## config.mk

```make
export PLATFORM = sky130hd
export DESIGN_NAME = imem_arbiter
export DESIGN_NICKNAME = d
export VERILOG_FILES = /design/src/rtl/mips_pkg.sv /design/src/rtl/imem_addr_check.sv /design/src/rtl/imem_arbiter.sv
export SDC_FILE = /design/constraint.sdc
export NUM_CORES = 1
export LEC_CHECK = 0
export BUFFER_PORTS_ARGS = -buffer_cell sky130_fd_sc_hd__buf_4
export CAP_MARGIN = 15
export CORE_AREA = 2 2 82 84
export CTS_CLUSTER_DIAMETER = 60
export DETAILED_ROUTE_END_ITERATION = 12
export DIE_AREA = 0 0 84 86
export GPL_TIMING_DRIVEN = 0
export PLACE_DENSITY_LB_ADDON = 0.08
export SKIP_CTS_REPAIR_TIMING = 1
export SLEW_MARGIN = 10
export SYNTH_ARGS = -nofsm -noshare
export SYNTH_HDL_FRONTEND = slang
export SYNTH_HIERARCHICAL = 1
export SYNTH_SLANG_ARGS = --single-unit
```

## constraint.sdc

```tcl
create_clock -name clk -period 1.8 [get_ports clk]
set_clock_uncertainty 0.05 [all_clocks]
set_input_delay 0 -clock clk [delete_from_list [all_inputs] [get_ports clk]]
set_output_delay 0 -clock clk [all_outputs]
set_load 0.05 [all_outputs]
```

## src/rtl/mips_pkg.sv

```systemverilog
// mips_pkg: shared MIPS core types and constants
package mips_pkg;
  typedef enum logic [1:0] {IDLE, FETCH, LOAD} state_t;
  localparam logic [31:0] MIPS_NOP = 32'h0;
endpackage

```

## src/rtl/imem_addr_check.sv

```systemverilog
// imem_addr_check: word-aligned, in-range byte address check and word index
module imem_addr_check #(
  parameter int WIDTH  = 32,
  parameter int DEPTH  = 1024,
  parameter int ADDR_W = 10
) (
  input  logic [WIDTH-1:0]  addr,
  output logic              valid,
  output logic [ADDR_W-1:0] index
);
  localparam logic [WIDTH-3:0] LIMIT = (WIDTH-2)'(DEPTH);
  assign valid = (addr[1:0] == 2'b00) && (addr[WIDTH-1:2] < LIMIT);
  assign index = addr[ADDR_W+1:2];
endmodule

```

## src/rtl/imem_arbiter.sv

```systemverilog
// imem_arbiter: instruction-memory port shared by CPU fetch and program loader
module imem_arbiter
  import mips_pkg::*;
#(
  parameter int WIDTH    = 32,
  parameter int DEPTH    = 1024,
  parameter int ADDR_W   = 10,
  parameter int MAX_WAIT = 4
) (
  input  logic              clk,
  input  logic              rst_n,
  input  logic              fetch_req,
  input  logic [WIDTH-1:0]  fetch_addr,
  output logic              fetch_gnt,
  output logic              fetch_rvalid,
  output logic [WIDTH-1:0]  fetch_rdata,
  output logic              fetch_err,
  input  logic              load_req,
  input  logic [WIDTH-1:0]  load_addr,
  input  logic [WIDTH-1:0]  load_wdata,
  output logic              load_gnt,
  output logic              mem_en,
  output logic              mem_we,
  output logic [ADDR_W-1:0] mem_addr,
  output logic [WIDTH-1:0]  mem_wdata,
  input  logic [WIDTH-1:0]  mem_rdata
);
  localparam int CW = $clog2(MAX_WAIT + 1);
  state_t state, state_nx;
  logic [CW-1:0] wait_cnt, wait_nx;
  logic inv;
  logic fetch_ok, load_ok, wait_max;
  logic [ADDR_W-1:0] fetch_idx, load_idx;
  imem_addr_check #(.WIDTH(WIDTH), .DEPTH(DEPTH), .ADDR_W(ADDR_W)) u_fetch_chk (
    .addr(fetch_addr), .valid(fetch_ok), .index(fetch_idx)
  );
  imem_addr_check #(.WIDTH(WIDTH), .DEPTH(DEPTH), .ADDR_W(ADDR_W)) u_load_chk (
    .addr(load_addr), .valid(load_ok), .index(load_idx)
  );
  // grants are gated by rst_n so nothing is granted while reset is held
  assign wait_max  = wait_cnt == CW'(MAX_WAIT);
  assign fetch_gnt = rst_n & fetch_req & (~load_req | wait_max);
  assign load_gnt  = rst_n & load_req & ~fetch_gnt;
  always_ff @(posedge clk or negedge rst_n)
    if (!rst_n) begin
      state    <= IDLE;
      wait_cnt <= '0;
      inv      <= 1'b0;
    end else begin
      state    <= state_nx;
      wait_cnt <= wait_nx;
      inv      <= fetch_gnt & ~fetch_ok;
    end
  always_comb begin
    state_nx = fetch_gnt ? FETCH : load_gnt ? LOAD : IDLE;
    wait_nx  = (fetch_req & ~fetch_gnt) ? (wait_max ? wait_cnt : wait_cnt + 1'b1) : '0;
  end
  always_comb begin
    fetch_rvalid = state == FETCH;
    fetch_err    = fetch_rvalid & inv;
    fetch_rdata  = (fetch_rvalid & ~inv) ? mem_rdata : WIDTH'(MIPS_NOP);
    mem_we       = load_gnt & load_ok;
    mem_en       = (fetch_gnt & fetch_ok) | mem_we;
    mem_addr     = (fetch_gnt & fetch_ok) ? fetch_idx : mem_we ? load_idx : '0;
    mem_wdata    = mem_we ? load_wdata : '0;
  end
endmodule
```

### After elaboration in Yosys (flattened, before gate mapping)

Cells that the tools add are included.

* add/sub/neg operators: 1
* bitwise logic cells: 16
* mux-type cells: 8
* magnitude comparators: 2
* equal/unequal tests: 3
* reductions and logical operators: 4

Operators with widths (number)
* $mux 32: 2
* $lt 30x11->1 const B: 2
* $mux 10: 2
* $and 1x1->1: 10
* $mux 3: 2
* $logic_not 2->1: 2
* $mux 2: 2
* $not 1->1: 4
* $add 3x1->3 const B: 1
* $eq 3x3->1 const B: 1
* $eq 2x1->1 const B: 1
* $logic_and 1x1->1: 2
* $ne 2x2->1 const B: 1
* $or 1x1->1: 2

* bits in registers: 6
* logic and storage cells: 37
* bits of input ports: 132
* output and inout port bits: 80

### Logic depth before layout (Yosys ltp)

* depth in word-level cells: 8
* mapped depth: 7
* mapped depth without buffers: 5

### By module

The synthesis kept the hierarchy.

By module, submodules not included
* imem_arbiter: cells each 119, area each 869.6 um^2, times used 1, seq. area each 150.1 um^2
* imem_addr_check: cells each 17, area each 126.4 um^2, times used 2, seq. area each 0.0 um^2

### Worst setup path after synthesis

Ideal clock, no wire load.

* kind: reg2out
* from: register state[1]
* to: output fetch_rdata[10]
* slack: -0.311 ns
* cell stages (with the launch flop): 5
* arrival time: 2.061 ns
* path through: dfrtp_1 > nor2b_1 > nor2b_1 > clkbuf_1 > and2_1

* cells in the longest elaborated chain, start to end: 3

RTL lines
* from (decl): RTL line imem_arbiter.sv:29 `state_t state, state_nx;`
* from (signal assigned): RTL line imem_arbiter.sv:50 `state <= state_nx;`
* $eq 2x1->1: RTL line imem_arbiter.sv:59 `fetch_rvalid = state == FETCH;`
* named net fetch_rvalid: RTL line imem_arbiter.sv:15 `output logic fetch_rvalid,`
* $and 1x1->1: RTL line imem_arbiter.sv:61 `fetch_rdata = (fetch_rvalid & ~inv) ? mem_rdata : WIDTH'(MIPS_NOP);`
* $mux 32: RTL line imem_arbiter.sv:61
* to (decl): RTL line imem_arbiter.sv:16 `output logic [WIDTH-1:0] fetch_rdata,`

The timed path passes the listed nets, and every way through them passes these cells.

### Final worst setup path

* from: input load_addr[24]
* to: output mem_wdata[23]

* cells in the longest elaborated chain, start to end: 4

RTL lines
* from (decl): RTL line imem_arbiter.sv:19 `input logic [WIDTH-1:0] load_addr,`
* $lt 30x11->1: RTL line imem_addr_check.sv:12 `assign valid = (addr[1:0] == 2'b00) && (addr[WIDTH-1:2] < LIMIT);`
* $logic_and 1x1->1: RTL line imem_addr_check.sv:12
* named net load_ok: RTL line imem_arbiter.sv:32 `logic fetch_ok, load_ok, wait_max;`
* $and 1x1->1: RTL line imem_arbiter.sv:62 `mem_we = load_gnt & load_ok;`
* $mux 32: RTL line imem_arbiter.sv:65 `mem_wdata = mem_we ? load_wdata : '0;`
* to (decl): RTL line imem_arbiter.sv:25 `output logic [WIDTH-1:0] mem_wdata,`

The timed path passes the listed nets, and every way through them passes these cells.

==> summary.txt <==
Status: complete, but fails checks
Failing checks: negative hold slack
Wire length of the first global-routing pass: 8.121 mm
Post-synth top cells: and2_1 (65), buf_4 (20), a22o_1 (10)
Final Hold Viols: 1
Synth cell types: 27
Syn avg cell area: 7.335 um^2
Critical Path RT: 1.75 ns
Highest Clock Rate: 560.7 MHz
Worst-Skew Late Latency: 0.22 ns
RSZ-0062 raised after global routing: yes
Synth Instances: 153
Synthesized Nets: 287
Drt total wl: 5.641 mm
Number of synthesized flops with an enable pin: 0
Yosys top cell by area: and2_1
Initial Utilization: 17.88%
Num ports: 212
Placeable core area: 0.006277 mm^2
VDD IR max: 0.0002568 V
CP cell instances: buf_6 -> or4_4 -> nor4_4 -> and4_4 -> buf_6 -> and2_2 -> buf_6
Remaining Overflow, GRT: 0
Width of the die: 84 um
CP arrival: 1.73 ns
Fin. max-slew vios: 0
Leak: 1.645 nW
CTS Sinks: 6
Buffers & Inverters on Critical Path: 3
DR pass1 iterations: 4
Power Dens Cells: 237.8 mW/mm^2
Finished Core Util: 49.55%
Slowest stage cell, crit path: or4_4
Post-DRT Antenna Nets: 0
FF+latch count, synth: 6
Design area: 0.003110 mm^2
Clock transition at path regs: 0.04 ns
Dpl cell area: 0.002671 mm^2
Reg2reg path depth: 4
Post-Layout Cell Count: 427
Max FO, Critical Path: 10
Cells after DPL: 421
TritonCTS Buffers: 3
Drt wl/cell: 13.21 um
Htree depth: 1
DR iter-0 viols: 43
Slew margin rel.: 80.93%
Finish-stage setup viols: 0
Antenna Cells: 0
Worst setup EP type: output pin
Routability cong.: 0.7494
Crit start category: input pin
Fin nets: 486
CTS tree: built
Gr usage total: 13.55%
Port Buffer Count: 191
Hold Slack: -0.003684 ns
Layout cells sized above 1: 74.57%
Vias: 1755
Area of the die: 0.007224 mm^2
Final worst-path cycle share: 99.08%
Sum Neg Setup Slack: 0 ns
Synthesized area: 0.001122 mm^2
Post-synthesis sequential area ratio: 13.38%
Clock Tree Buf Depth: 2
Family with the most delay on the worst path: simple AND/OR/NAND/NOR gates
Max incr delay on CP: 0.53 ns
Worst-margin pin slew: 0.2835 ns
Initial antenna violation count: 0
CP dominant cell by count: buf_6
Number of global-route vias before repair: 1667
Logic depth of the worst path, buffers included: 7
Largest net degree at the start of global routing: 12
Ys async rst share: 100.0%
Hold Crit Class: input pin to flop
CP Class: input pin to output pin
DRC: 0
Via/cell ratio: 4.110
Top FF cell, synth: dfrtp_1
Root Driver: clkbuf_8
Largest cells by area after synthesis: and2_1 (36%), buf_4 (13%), dfrtp_1 (13%)
Hold depth: 3
MaxCap Viol Count: 0
Minimum clock period: 1.783 ns
DPL Wire Length: 4.821 mm
Count leader, synth: and2_1
Warnings, synthesis: 6
Synth top area share: 36.23%
Die height: 86 um
Rows: 29
Synthesis-to-layout area growth: 177.1%
-- cells in the final DEF, fill, tap and decap left out, types with 3 or more instances in the layout --
cell type / n
buf_8: 17
buf_6: 36
and2_1: 45
clkbuf_8: 3
and2_4: 16
and2_2: 4
nor4_1: 8
a22o_1: 10
dfrtp_1: 6
clkbuf_2: 3
buf_4: 166
nand2_1: 8
-- per-stage QoR --
stage                     total power, W  setup slack [ns]
after CTS                      0.0007205           -0.2810
after global placement         0.0005175           -0.2057
after global routing           0.0007803          -0.06338
final                          0.0007398           0.01663
after detailed placement       0.0005197           -0.2038
after floorplan                0.0002934          0.007519
-- flip-flops by register name (all words and copies together), names as in the netlist --
register,count
wait_cnt,3
state,2
inv,1
-- worst reg2reg max path, delay by kind of cell, from the launching register on --
kind / cells / cell delay [ns]
AO/OA/AOI/OAI: 1 / 0.16
flip-flops: 1 / 0.38
adder cells (fa/ha/maj): 1 / 0.18
buffers and inverters: 1 / 0.07
AND/OR/NAND/NOR: 1 / 0.46
-- per-layer routing --
layer | GRT usage (%) | routed length [um] | vias to the layer above
met2 | 27.05 | 3211 | 116
met5 | 0 | 0 | -
li1 | - | - | 886
met4 | 2.786 | 53 | 0
met3 | 2.502 | 518 | 6
met1 | 14.80 | 1858 | 747
-- cells by family (layout without fill, tap and decap cells) --
| group | count (synthesis) | count (layout) | share of synthesized area, % |
|---|---|---|---|
| AND/OR/NAND/NOR | 100 | 100 | 55.63 |
| buffers and inverters | 31 | 228 | 18.62 |
| AO/OA/AOI/OAI | 14 | 14 | 10.14 |
| flip-flops | 6 | 6 | 13.38 |
| adder cells (fa/ha/maj) | 2 | 2 | 2.229 |
-- cell type report --
type                       instances  area [um^2]
buffer                            28        225.2
fill                             624         3167
timing repair buffer             195         1707
multi-input combinational        116        883.3
sequential                         6        150.1
inverter                           2        7.507
clock buffer                       3        41.29
tap                               77        96.34
-- report_power, final --
group | internal (W) | leakage [nW] | switching (W)
combinational | 0.000238 | 1.54 | 0.000154
clock | 0.000143 | 0.0216 | 0.0000555
sequential | 0.000143 | 0.0800 | 0.00000621
total | 0.000525 | 1.64 | 0.000215
-- worst paths after layout --
path	from	endpoint	slack (ns)
setup / recovery	load_addr[24]	mem_wdata[23]	0.02
hold / removal	fetch_req	wait_cnt[2]	-0.004
setup reg to reg	wait_cnt[0]	wait_cnt[2]	0.43
hold reg to reg	wait_cnt[0]	wait_cnt[0]	0.53
max in group asynchronous	rst_n	wait_cnt[1]	1.46
min in group asynchronous	rst_n	wait_cnt[2]	0.10
Power figures use the tool's default switching activity.
